**src/rtl/tdc_pkg.sv**
```systemverilog
// tdc_pkg: shared state type, width helper and timing constants for the TDC controller.
package tdc_pkg;
  typedef enum logic [2:0] {IDLE, HIGH, SETTLE, ACC, LOW, DONE} tdc_state_t;
  function automatic int clog2(input int v);
    int r;
    r = 0;
    while ((1 << r) < v) r++;
    return r;
  endfunction
  localparam int N_DELAY_DEF = 32;
  localparam int RW_DEF = clog2(N_DELAY_DEF + 1);
  localparam int SETTLE_CYCLES = 2;
endpackage

```
**src/rtl/tdc_therm2bin.sv**
```systemverilog
// tdc_therm2bin: thermometer code to edge position (index of first zero).
// Define TDC_BUBBLE_FIX_EN to add a 3-tap majority bubble filter before decode.
module tdc_therm2bin
  import tdc_pkg::*;
#(
  parameter int N_DELAY = 32,
  localparam int RW = clog2(N_DELAY + 1)
) (
  input  logic [N_DELAY-1:0] code,
  output logic [RW-1:0]      pos
);
  logic [N_DELAY-1:0] filt;
`ifdef TDC_BUBBLE_FIX_EN
  logic [N_DELAY+1:0] ext;
  assign ext = {1'b0, code, 1'b1};
  for (genvar i = 0; i < N_DELAY; i++) begin : g_maj
    assign filt[i] = (ext[i] & ext[i+1]) | (ext[i] & ext[i+2]) | (ext[i+1] & ext[i+2]);
  end
`else
  assign filt = code;
`endif
  // Scan from the top so the lowest zero wins.
  always_comb begin
    pos = RW'(N_DELAY);
    for (int i = N_DELAY - 1; i >= 0; i--)
      if (!filt[i]) pos = RW'(i);
  end
endmodule

```
**src/rtl/tdc_ctrl.sv**
```systemverilog
// tdc_ctrl: launches TDC start pulses, decodes and averages 2^LOG2_SAMPLES codes, valid/ready result.
module tdc_ctrl
  import tdc_pkg::*;
#(
  parameter int N_DELAY = 32,
  parameter int HOLD_CYCLES = 4,
  parameter int LOG2_SAMPLES = 3,
  localparam int RW = clog2(N_DELAY + 1)
) (
  input  logic               clk,
  input  logic               rst_n,
  input  logic               meas_req,
  output logic               meas_busy,
  output logic               tdc_start,
  input  logic [N_DELAY-1:0] tdc_code,
  output logic [RW-1:0]      result,
  output logic               result_ovf,
  output logic               result_valid,
  input  logic               result_ready
);
  localparam int AW = RW + LOG2_SAMPLES;
  localparam int CW = LOG2_SAMPLES + 1;
  localparam int S = 1 << LOG2_SAMPLES;
  tdc_state_t state, state_n;
  logic [7:0] tmr;
  logic [CW-1:0] cnt;
  logic [AW-1:0] acc, acc_n;
  logic ovf, ovf_n, tmr_end, last;
  logic [RW-1:0] pos;
  tdc_therm2bin #(.N_DELAY(N_DELAY)) u_dec (.code(tdc_code), .pos(pos));
  assign tmr_end = tmr == ((state == HIGH || state == LOW) ? 8'(HOLD_CYCLES - 1) : 8'(SETTLE_CYCLES - 1));
  assign last = cnt == CW'(S - 1);
  assign acc_n = acc + AW'(pos);
  assign ovf_n = ovf | (&tdc_code);
  always_comb begin
    state_n = state;
    case (state)
      IDLE:    state_n = meas_req ? HIGH : IDLE;
      HIGH:    state_n = tmr_end ? SETTLE : HIGH;
      SETTLE:  state_n = tmr_end ? ACC : SETTLE;
      ACC:     state_n = last ? DONE : LOW;
      LOW:     state_n = tmr_end ? HIGH : LOW;
      DONE:    state_n = result_ready ? IDLE : DONE;
      default: state_n = IDLE;
    endcase
  end
  // Outputs are registered from the next state so they leave flops directly.
  always_ff @(posedge clk or negedge rst_n) begin
    if (!rst_n) begin
      state <= IDLE;
      tmr <= '0;
      cnt <= '0;
      acc <= '0;
      ovf <= 1'b0;
      tdc_start <= 1'b0;
      meas_busy <= 1'b0;
      result_valid <= 1'b0;
      result <= '0;
      result_ovf <= 1'b0;
    end else begin
      state <= state_n;
      tmr <= (state_n != state) ? '0 : tmr + 8'd1;
      tdc_start <= state_n == HIGH;
      meas_busy <= state_n != IDLE;
      result_valid <= state_n == DONE;
      if (state == IDLE && meas_req) begin
        acc <= '0;
        cnt <= '0;
        ovf <= 1'b0;
      end
      if (state == ACC) begin
        acc <= acc_n;
        cnt <= cnt + CW'(1);
        ovf <= ovf_n;
      end
      if (state == ACC && last) begin
        result <= RW'(acc_n >> LOG2_SAMPLES);
        result_ovf <= ovf_n;
      end
    end
  end
endmodule

```
**config.mk**
```make
export PLATFORM = sky130hd
export DESIGN_NAME = tdc_ctrl
export DESIGN_NICKNAME = d
export VERILOG_FILES = /design/src/rtl/tdc_pkg.sv /design/src/rtl/tdc_therm2bin.sv /design/src/rtl/tdc_ctrl.sv
export SDC_FILE = /design/constraint.sdc
export NUM_CORES = 1
export LEC_CHECK = 0
export CAP_MARGIN = 25
export CORE_UTILIZATION = 45
export DETAILED_ROUTE_END_ITERATION = 6
export DONT_BUFFER_PORTS = 1
export SYNTH_ARGS = -nofsm -noshare
export SYNTH_HDL_FRONTEND = slang
export SYNTH_SLANG_ARGS = --single-unit
export TNS_END_PERCENT = 20
```
**constraint.sdc**
```tcl
create_clock -name clk -period 2.75 [get_ports clk]
set_clock_uncertainty 0.05 [all_clocks]
set_input_delay 0.4125 -clock clk [delete_from_list [all_inputs] [get_ports clk]]
set_output_delay 0.4125 -clock clk [all_outputs]
set_load 0.1 [all_outputs]
```
# After elaboration in Yosys (flattened, before gate mapping)
# Cells that the tools add are included.
dict set report word_totals {
  ff_bits 35
  latch_bits 0
  ramBits 0
  romBits 0
  inputBits 36
  output_inout_bits 10
  elab_cells 78
  memories 0
}
dict set report op_classes {
  add_sub_neg 3
  n_mul 0
  n_div 0
  order_cmp 0
  n_eq_ne 10
  shifts 0
  n_mux 47
  bitwise_logic 1
  reduce_logical 7
}
# op count
set ops {}
lappend ops {{$mux 6} 32}
lappend ops {{$reduce_and 32->1} 1}
lappend ops {{$mux 9} 2}
lappend ops {{$pmux 3 s6} 1}
lappend ops {{$add 9x6->9} 1}
lappend ops {{$eq 3x3->1 const B} 3}
lappend ops {{$add 8x1->8 const B} 1}
lappend ops {{$eq 8x2->1} 1}
lappend ops {{$mux 4} 2}
lappend ops {{$mux 8} 1}
lappend ops {{$eq 3x1->1 const B} 2}
lappend ops {{$eq 3x2->1 const B} 2}
lappend ops {{$mux 3} 2}
lappend ops {{$mux 1} 5}
lappend ops {{$add 4x1->4 const B} 1}
lappend ops {{$eq 4x3->1 const B} 1}
lappend ops {{$mux 2} 2}
lappend ops {{$logic_not 3->1} 1}
lappend ops {{$ne 3x3->1} 1}
lappend ops {{$reduce_bool 3->1} 1}
lappend ops {{$logic_and 1x1->1} 2}
lappend ops {{$reduce_bool 2->1} 1}
lappend ops {{$logic_or 1x1->1} 1}
lappend ops {{$or 1x1->1} 1}

# Depth between registers and ports, before layout
# Gate-level depths: netlist (run 1).
dict set report logic_depth {
  ltp_word 34
  depth_mapped 14
  depth_no_buf 14
}

# Modules after synthesis
# Synthesis (run 1) repeated with hierarchy kept, for this count alone.
dict set report hier_totals {
  hier_cells 278
  hier_area_um2 2387.3
}
# module n_inst cells_per_inst area_per_inst_um2
set by_module_without_submodules {}
lappend by_module_without_submodules {tdc_ctrl 1 211 2014.4}
lappend by_module_without_submodules {tdc_therm2bin 1 67 372.9}

# Worst setup path after synthesis (run 1)
# OpenSTA, ideal clock, no wires.
dict set report synth_path {
  path_type {input-to-reg}
  from {in tdc_code[30]}
  to {reg result[5]}
  arrival_time_ns 2.518
  t_required_ns 2.564
  path_slack_ns 0.046
  cell_stages 14
  cell_sequence {nor2b_1 > o21ai_0 > a21boi_0 > o221ai_1 > a21o_1 > a21oi_1 > ha_1 > fa_1 > a211oi_1 > o21bai_1 > a21o_1 > nand3_1 > xor2_1 > o21ai_0}
}
dict set report synth_via {
  elab_chain_cells 32
}
# element line_no
set synth_rtl {}
lappend synth_rtl {{start: declaration} tdc_ctrl.sv:15} ;# input logic [N_DELAY-1:0] tdc_code,
lappend synth_rtl {{$mux 6 (31 in a row)} tdc_therm2bin.sv:26} ;# if (!filt[i]) pos = RW'(i);
lappend synth_rtl {{$add 9x6->9} tdc_ctrl.sv:33} ;# assign acc_n = acc + AW'(pos);
lappend synth_rtl {{end signal: assignment} tdc_ctrl.sv:77} ;# result <= RW'(acc_n >> LOG2_SAMPLES);
lappend synth_rtl {{end: declaration} tdc_ctrl.sv:16} ;# output logic [RW-1:0] result,
# No other way between the ends.
# A chain may end at the register's enable or synchronous reset.

# Worst setup path after layout (run 1)
# Ends and elaborated chain as after synthesis.

==> metrics.md, run 1 <==
| Metric | Value |
|---|---|
| Outcome | `finished, final reports clean` |
| Async SR Flop Fraction | `100%` |
| Clock Tree Root | `clkbuf_8` |
| Final ANT Viol Nets | `0` |
| Row count | `25` |
| Core region area | `4790 um2` |
| Total CTS buffers | `5` |
| Post-DP HPWL | `3240 um` |
| First-pass GRT wire length | `7940 um` |
| WL/cell | `13.4 um` |
| Slew Limit Fails | `0` |
| Final Hold Vio Count | `0` |
| Vias in the first global route | `1834` |
| Yosys warning count | `0` |
| Starting Density | `47.6%` |
| Vias | `1795` |
| Synth top area share | `38.5%` |
| # DRC | `0` |
| Largest stage delay on the critical path | `410 ps` |
| Post-synthesis sequential area ratio | `38.5%` |
| Crit path DAT | `2650 ps` |
| Register area | `876 um2` |
| Worst-Skew Late Latency | `290 ps` |
| Largest net degree at the start of global routing | `36` |
| Slack of the worst reg-to-reg path | `550 ps` |
| Pre-Repair DR Iteration Count | `4` |
| Final cycle utilization of the critical path | `92.1%` |
| CP Class | `input port to flop` |
| Drt total wl | `4480 um` |
| Die height | `73.1 um` |
| Slowest cell on the critical path | `fa_1` |
| Final setup viols | `0` |
| Post-CTS Setup Bufs | `0` |
| DR iter-0 viols | `73` |
| Tot Pwr | `2020 uW` |
| RD Place Congestion | `0.778` |
| Crit path launch type | `input port` |
| Maxcap violations | `0` |
| N_diodes | `0` |
| Final worst slack | `216 ps` |
| Lkg Pwr | `0.00117 uW` |
| Synth area leaders | `dfrtp_1 (38%), nand2_1 (5.1%), ha_1 (4.4%)` |
| Worst slack, placed | `-66.5 ps` |
| Top FF cell, synth | `dfrtp_1` |
| HP Class | `input port to flop` |
| Tmin final | `2530 ps` |
| Worst Path Max Fanout | `3` |
| Post-synth EDFFs | `0` |
| CTS tree | `built` |
| Yosys top cell by area | `dfrtp_1` |
| Vias/cell | `5.39` |
| Crit path required time | `2870 ps` |
| Fin nets | `310` |
| H-tree Lvls | `2` |
| Mapped Avg Cell Area | `8.90 um2` |
| Distinct cells, synth | `53` |
| CP cell instances | `nor2b_1, o21ai_0, a21boi_0, o221ai_1, a21o_1, a21oi_1, ha_1, fa_1, a211oi_2, o21bai_1, a21o_1, nand3_1, xor2_1, o21ai_0` |
| Fraction of layout cells with a size suffix above 1 | `12.4%` |
| RSZ-0062 raised after global routing | `false` |
| Gate Count Post-Synth | `256` |
| Area Overhead vs Synth | `10.7%` |
| Port bufs | `0` |
| Worst vdd ir | `0.605 mV` |
| Worst-path clk slew | `70 ps` |
| Clock Sinks | `35` |
| Max clock buf depth | `2` |
| Fmax | `395 MHz` |
| Total congestion overflow | `0` |
| Slew @ Worst Pin | `906 ps` |
| Global-route usage over all layers | `19.3%` |
| CP Capture Type | `flop` |
| Syn Nets | `301` |
| Ports | `46` |
| Filler instances | `446` |
| Yosys reg bits | `35` |
| Relative slew slack | `39.6%` |
| PwrDens | `800 nW/um2` |
| Area of the multi-input gates | `1330 um2` |
| Synthesized area | `2280 um2` |
| Die area | `5350 um2` |
| Setup TNS | `0 ps` |
| Initial antenna violation count | `0` |
| Horiz. Die Dim | `73.1 um` |
final timing paths:
check | startpoint | endpoint | cells past startpoint
worst max-delay path | tdc_code[30] | result[5] | 14
worst min-delay path | meas_req | ovf | 3
worst max register to register | state[2] | tmr[4] | 6
worst min register to register | acc[5] | acc[5] | 2
max in group asynchronous | rst_n | tmr[3] | 2
min in group asynchronous | rst_n | acc[6] | 2
Yosys cell counts, types with 6 or more instances:
cell and number:
nand4_1 8, o21ai_0 20, nor2_1 26, inv_1 9, a21o_1 6, dfrtp_1 35, a21oi_1 14, xnor2_1 7
nand2_1 31, nand3_1 12, ha_1 8
power breakdown:
part	internal, uW	switching, uW	leakage [uW]
Clock	293	189	0.0000612
Combinational	291	370	0.000662
Sequential	605	267	0.000449
Total	1190	826	0.00117
critical path: cells and delay by family:
family,cells,cell delay [ps]
xor gates and xnor gates,1,150
adders and majority gates,2,620
AOI/OAI and AO/OA,9,1260
and+or+nand+nor,2,230
layout make-up:
cell class | instances | share of cell area, %
clock inverters | 2 | 1.39
multi-input cells | 205 | 52.7
repair buffers | 9 | 3.28
clock buffers | 6 | 3.28
flip-flops and latches | 35 | 34.7
inverters | 9 | 1.34
well taps | 67 | 3.33
repair_timing:
item / in CTS / in global routing
endpoints found under the hold margin: 35 / 0
resized for setup: 0 / 2
hold buffers: 2 / 0
setup endpoints to repair: 0 / 4
placed cells by master (no fill, tap or decap), types with 2 or more instances in the layout:
cell and n:
xor2_1 5, a31oi_1 3, a21boi_0 2, o21a_1 2, a211oi_1 2, o21bai_1 3
o21ai_0 20, buf_4 7, nor3_1 5, nand3_1 12, clkbuf_8 6, o211ai_1 3
or3_1 2, and2b_1 2, dfrtp_1 35, o21ai_1 3, a22o_1 5, nor2b_1 4
a21oi_1 14, nand2_1 31, xnor2_1 7, o21ai_2 2, nand4_1 8, a21o_1 6
mux2_2 2, a21boi_1 2, inv_1 9, nor2_1 26, ha_1 8, and3_2 3
layer usage:
layer	vias to the layer above	global-route usage (%)	part of all wire, %
met5	-	0	0
met4	0	5.88	1.5
met3	7	4.42	3.2
met2	28	33.2	48
met1	816	23.8	48
li1	944	-	-
stage by stage:
stage | util (%) | instance area (um2) | hold WS [ps] | std cells
2_1_floorplan | - | 2280 | 66.9 | 256
3_3_place_gp | 49.5 | 2370 | 68.2 | 323
3_5_place_dp | 49.5 | 2370 | 68.2 | 323
4_1_cts | 52.6 | 2520 | 276 | 333
5_1_grt | 52.7 | 2520 | 290 | 333
6_report | 52.7 | 2520 | 281 | 333
logic make-up (layout without fill, tap and decap cells):
logic type	after synthesis	count (layout)	share of synthesized area [%]
xor+xnor	12	12	4.62
mux	2	2	0.989
flops	35	35	38.5
simple gates	102	102	23.0
fa+ha+maj	9	9	5.27
buf+inv	16	26	3.46
compound gates	80	80	24.2
registers in the layout, summed over array words and instances (netlist names):
name	flops
acc	9
cnt	4
meas_busy	1
ovf	1
result	6
result_ovf	1
result_valid	1
state	3
tdc_start	1
tmr	8
No activity file was read; power rests on OpenSTA's default activity.
==> run 2: changes to the inputs <==
--- a/config.mk
+++ b/config.mk
@@ -5,6 +5,7 @@
 export SDC_FILE = /design/constraint.sdc
 export NUM_CORES = 1
 export LEC_CHECK = 0
+export ABC_AREA = 1
 export CAP_MARGIN = 25
 export CORE_UTILIZATION = 45
 export DETAILED_ROUTE_END_ITERATION = 6
==> metrics.md, run 2 <==
| Metric | Value |
|---|---|
| Outcome | `finished with violations` |
| Failing checks | `negative setup slack` |
| RSZ-0062 raised after global routing | `true` |
| Largest stage delay on the critical path | `210 ps` |
| Clock Tree Root | `clkbuf_8` |
| Net switching power figure | `801 uW` |
| Setup TNS | `-1670 ps` |
| CTS tree | `built` |
| Largest regs | `acc (9), tmr (8), result (6)` |
| Lkg Pwr | `0.00117 uW` |
| Top FF cell, synth | `dfrtp_1` |
| Horiz. Die Dim | `70.1 um` |
| Most common cell in the netlist | `nand2_1` |
| Top reg by flops | `acc` |
| Area Overhead vs Synth | `14.7%` |
| Post-synth top cells | `nand2_1 (72), dfrtp_1 (35), inv_1 (31), nor2_1 (31), nand3_1 (20)` |
| Combinational Power Share | `27.4%` |
| Core region area | `4410 um2` |
| Mapped Avg Cell Area | `7.62 um2` |
| Yosys warning count | `0` |
| DR iter-0 viols | `66` |
| Port bufs | `0` |
| Worst Path Max Fanout | `3` |
| HP Class | `flop to flop` |
| Area of the multi-input gates | `1130 um2` |
| Critical Path Most Common Cell | `nand2_1` |
| # DRC | `0` |
| Max FFs per register | `9` |
| WL/cell | `11.6 um` |
| GR peak layer | `met2` |
| Relative slew slack | `40.1%` |
| Total CTS buffers | `5` |
| PwrDens | `730 nW/um2` |
| Post-synth EDFFs | `0` |
| Register area | `876 um2` |
| Crit path DAT | `3230 ps` |
| Die height | `70.1 um` |
| Post-DP HPWL | `2940 um` |
| Fin nets | `334` |
| Final Hold Vio Count | `0` |
| Die area | `4920 um2` |
| Post-synthesis sequential area ratio | `41.9%` |
| Tmin final | `3060 ps` |
| CP Class | `input port to flop` |
| Commonest non-fill, non-tap cells in the layout | `nand2_1 (70), dfrtp_1 (35), nor2_1 (31), inv_1 (29), nand3_1 (20)` |
| Yosys reg bits | `35` |
| Slew Limit Fails | `0` |
| Crit path required time | `2910 ps` |
| Vias in the first global route | `1658` |
| Crit path launch type | `input port` |
| N_diodes | `0` |
| H-tree Lvls | `2` |
| Global-route usage over all layers | `18.1%` |
| Final Instance Area | `2400 um2` |
| Gate Count Post-Synth | `274` |
| Distinct cells, synth | `29` |
| Fraction of layout cells with a size suffix above 1 | `14.5%` |
| Final setup viols | `9` |
| Vias | `1764` |
| Final ANT Viol Nets | `0` |
| Pre-Repair DR Iteration Count | `4` |
| Synth top area share | `41.9%` |
| Drt total wl | `3950 um` |
| Clock Sinks | `35` |
| Slowest cell on the critical path | `ha_2` |
| Slew @ Worst Pin | `899 ps` |
| CP Capture Type | `flop` |
| Clock power frac | `20.2%` |
| Synth area leaders | `dfrtp_1 (42%), nand2_1 (13%), inv_1 (5.6%)` |
| Total congestion overflow | `0` |
| Seq pwr share | `52.4%` |
| Vias/cell | `5.16` |
| Worst-path clk slew | `70 ps` |
| RD Place Congestion | `0.760` |
| Ports | `46` |
| Filler instances | `426` |
| Starting Density | `47.3%` |
| P_int | `949 uW` |
| Grt met3 use | `4.04%` |
| Commonest non-fill, non-tap cell in the layout | `nand2_1` |
| First-pass GRT wire length | `7110 um` |
| Row count | `24` |
| Max clock buf depth | `2` |
| Maxcap violations | `0` |
| Worst vdd ir | `0.614 mV` |
| Final cycle utilization of the critical path | `111%` |
| Yosys top cell by area | `dfrtp_1` |
| Met2 usage | `29.4%` |
| Syn Nets | `319` |
| Placed cell area | `2210 um2` |
| Worst-Skew Late Latency | `280 ps` |
| Async SR Flop Fraction | `100%` |
| Synthesized area | `2090 um2` |
| Final worst slack | `-314 ps` |
| Net Sw Frac | `45.8%` |
| Met1 Use GR | `23.8%` |
| Largest net degree at the start of global routing | `36` |
| Fmax | `326 MHz` |
| Initial antenna violation count | `0` |
run 2: logic make-up after synthesis:
kind of cell	share of synthesized area, %
XOR/XNOR	3.77
AO/OA/AOI/OAI	10.9
flip-flops	41.9
buffers and inverters	6.65
adder cells (fa/ha/maj)	5.75
AND/OR/NAND/NOR	31.0
run 2: per-layer routing:
layer / wire [um] / up-vias
met5: 0 / -
met4: 64 / 0
met3: 139 / 7
met2: 1860 / 34
met1: 1890 / 793
li1: - / 930
run 2: what timing repair did:
action / 4_1_cts / 5_1_grt
setup buffers: 1 / 1
endpoints found under the hold margin: 35 / 0
pin swaps: 1 / 4
hold buffers: 2 / 0
resized for setup: 6 / 12
setup endpoints to repair: 10 / 14
run 2: power groups by stage:
stage | Clock, uW | Combinational, uW | Sequential, uW
3_3_place_gp | 0 | 459 | 928
5_1_grt | 386 | 565 | 931
6_report | 353 | 480 | 916
2_1_floorplan | 0 | 372 | 910
4_1_cts | 369 | 483 | 918
3_5_place_dp | 0 | 465 | 927
run 2: area by class of cell:
cell class / instances / area share (%)
clock buffers: 5 / 2.87
clock inverters: 3 / 0.627
inverters: 33 / 5.69
multi-input cells: 202 / 47.0
flip-flops and latches: 35 / 36.6
well taps: 52 / 2.72
repair buffers: 12 / 4.54
run 2: worst paths after layout:
path                       slack, ps        end  depth (start not counted)          from
max                             -310  result[5]                         43  tdc_code[31]
min                              450     tmr[0]                          1        tmr[0]
max reg2reg                      580     tmr[3]                         15      state[0]
min reg2reg                      450     tmr[0]                          1        tmr[0]
max in group asynchronous       1940  result[4]                          2         rst_n
min in group asynchronous        530     acc[5]                          2         rst_n
run 2: per-stage QoR:
step / power, uW / utilization [%] / cells / hold WS, ps / setup slack (ps)
after global routing: 1880 / 54.3 / 342 / 486 / -762
after floorplan: 1280 / - / 274 / 66.9 / -481
after detailed placement: 1390 / 50.1 / 330 / 68.3 / -716
final: 1750 / 54.3 / 342 / 450 / -314
after global placement: 1390 / 50.1 / 330 / 68.4 / -668
after CTS: 1770 / 53.4 / 341 / 448 / -371
run 2: worst max-delay path, delay by kind of cell:
| family | cells | cell delay, ps |
|---|---|---|
| and+or+nand+nor | 32 | 1490 |
| AOI/OAI and AO/OA | 5 | 660 |
| adders and majority gates | 2 | 420 |
| xor gates and xnor gates | 1 | 140 |
| buffers and inverters | 3 | 130 |
==> run 3: changes to the inputs <==
--- a/config.mk
+++ b/config.mk
@@ -7,9 +7,10 @@
 export LEC_CHECK = 0
 export ABC_AREA = 1
 export CAP_MARGIN = 25
-export CORE_UTILIZATION = 45
+export CORE_UTILIZATION = 50
 export DETAILED_ROUTE_END_ITERATION = 6
 export DONT_BUFFER_PORTS = 1
+export PLACE_DENSITY = 0.68
 export SYNTH_ARGS = -nofsm -noshare
 export SYNTH_HDL_FRONTEND = slang
 export SYNTH_SLANG_ARGS = --single-unit
==> constraint.sdc (replaced) <==
create_clock -name clk -period 2.8 [get_ports clk]
set_clock_uncertainty 0.05 [all_clocks]
set_input_delay 0.42 -clock clk [delete_from_list [all_inputs] [get_ports clk]]
set_output_delay 0.42 -clock clk [all_outputs]
set_load 0.1 [all_outputs]
==> metrics.md, run 3 (synthesis results as in run 2) <==
| Metric | Value |
|---|---|
| Final Hold Vio Count | `0` |
| Outcome | `finished with violations` |
| Relative slew slack | `40.2%` |
| Clock Tree Root | `clkbuf_8` |
| Placed Cells | `328` |
| Fin nets | `334` |
| Area of the multi-input gates | `1120 um2` |
| Net switching power figure | `791 uW` |
| Max clock buf depth | `2` |
| Vias/cell | `5.13` |
| CTS tree | `built` |
| Tmin final | `3130 ps` |
| Lkg Pwr | `0.00117 uW` |
| Drt total wl | `3930 um` |
| Die area | `4440 um2` |
| Core region area | `4000 um2` |
| Largest net degree at the start of global routing | `36` |
| Worst Path Max Fanout | `3` |
| Setup TNS | `-1470 ps` |
| HP Class | `flop to flop` |
| Failing checks | `negative setup slack` |
| Crit path required time | `2960 ps` |
| Final worst slack | `-334 ps` |
| Die height | `66.6 um` |
| Max FFs per register | `9` |
| Largest stage delay on the critical path | `210 ps` |
| Area Overhead vs Synth | `14.6%` |
| Hold Crit Start | `tmr[0]` |
| Fmax | `319 MHz` |
| Vias | `1739` |
| Slowest cell on the critical path | `fa_2` |
| FF-to-FF path depth | `15` |
| Crit path DAT | `3290 ps` |
| Slew Limit Fails | `0` |
| Horiz. Die Dim | `66.6 um` |
| Pre-Repair DR Iteration Count | `4` |
| Clock Sinks | `35` |
| # DRC | `0` |
| Worst hold path depth | `1` |
| Final setup viols | `8` |
| Post-DP HPWL | `2900 um` |
| Tot Pwr | `1750 uW` |
| Fraction of layout cells with a size suffix above 1 | `13.5%` |
| Worst-Skew Late Latency | `290 ps` |
| Commonest non-fill, non-tap cells in the layout | `nand2_1 (70), dfrtp_1 (35), nor2_1 (30), inv_1 (29), nand3_1 (20)` |
| Worst r2r dst | `tmr[3]` |
| Largest regs | `acc (9), tmr (8), result (6)` |
| PwrDens | `731 nW/um2` |
| Commonest non-fill, non-tap cell in the layout | `nand2_1` |
| RD Place Congestion | `0.733` |
| Final cycle utilization of the critical path | `112%` |
| WL/cell | `11.6 um` |
| First-pass GRT wire length | `6560 um` |
| Final Instance Area | `2390 um2` |
| Filler instances | `380` |
| Starting Density | `52.2%` |
| Seq pwr share | `51.6%` |
| Worst vdd ir | `0.692 mV` |
| Final ANT Viol Nets | `0` |
| Slew @ Worst Pin | `896 ps` |
| Clock power frac | `20.7%` |
| Crit path launch type | `input port` |
| DR iter-0 viols | `44` |
| Fin cells | `339` |
| Net Sw Frac | `45.2%` |
| N_diodes | `0` |
| CP Capture Type | `flop` |
| Ports | `46` |
| Reg2reg start | `state[0]` |
| RSZ-0062 raised after global routing | `true` |
| Placed cell area | `2200 um2` |
| Total CTS buffers | `5` |
| Vias in the first global route | `1573` |
| Top reg by flops | `acc` |
| Worst-path clk slew | `60 ps` |
| Initial antenna violation count | `0` |
| Row count | `23` |
| Combinational Power Share | `27.7%` |
| Register area | `876 um2` |
| Port bufs | `0` |
| CP Class | `input port to flop` |
| Global-route usage over all layers | `19.4%` |
| Slack of the worst reg-to-reg path | `600 ps` |
| Maxcap violations | `0` |
| Critical Path Most Common Cell | `nand2_1` |
| Hold path endpoint | `tmr[0]` |
| Total congestion overflow | `0` |
| H-tree Lvls | `2` |
| P_int | `959 uW` |
[run 3: power by group through the flow]
stage               combinational [uW]  sequential (uW)  clock, uW
finish                             485              903        361
detailed placement                 460              910          0
global placement                   446              910          0
global route                       560              916        393
CTS                                477              903        373
floorplan                          364              893          0
[run 3: final cells by class]
type                       instances  area share, %
tap                               50           2.61
timing repair buffer              12           4.55
clock buffer                       6           3.45
inverter                          33           5.70
clock inverter                     1          0.209
sequential                        35           36.6
multi-input combinational        202           46.9
[run 3: stage by stage]
step	hold slack, ps	setup slack, ps	util [%]
2_1_floorplan	74.4	-438	-
3_3_place_gp	75.6	-627	54.9
3_5_place_dp	75.4	-679	54.9
4_1_cts	454	-384	58.2
5_1_grt	471	-760	59.8
6_report	447	-334	59.8
[run 3: layer usage]
metal / vias to the layer above / wire length [um] / GRT usage (%)
li1: 921 / - / -
met4: 0 / 24 / 5.05
met5: - / 0 / 0
met1: 778 / 1880 / 26.0
met2: 36 / 1880 / 30.8
met3: 4 / 151 / 4.97
[run 3: how the worst max path moves through the flow]
stage / cells after the start / end / start
5_1_grt: 43 / result[5] / tdc_code[31]
6_report: 43 / result[5] / tdc_code[31]
4_1_cts: 43 / result[5] / tdc_code[31]
3_3_place_gp: 43 / result[5] / tdc_code[31]
3_5_place_dp: 43 / result[5] / tdc_code[31]
2_1_floorplan: 43 / result[5] / tdc_code[31]
[run 3: timing repair]
item,CTS,global route
resized for setup,3,20
hold endpoints to repair,35,0
hold buffers,2,0
setup endpoints to repair,8,14
pin swaps,1,6
setup buffers,0,2
[run 3: critical path, delay by kind of cell]
family	cells	cell delay, ps
xor gates and xnor gates	1	140
adders and majority gates	2	410
buffers and inverters	3	140
AOI/OAI and AO/OA	5	690
and+or+nand+nor	32	1490
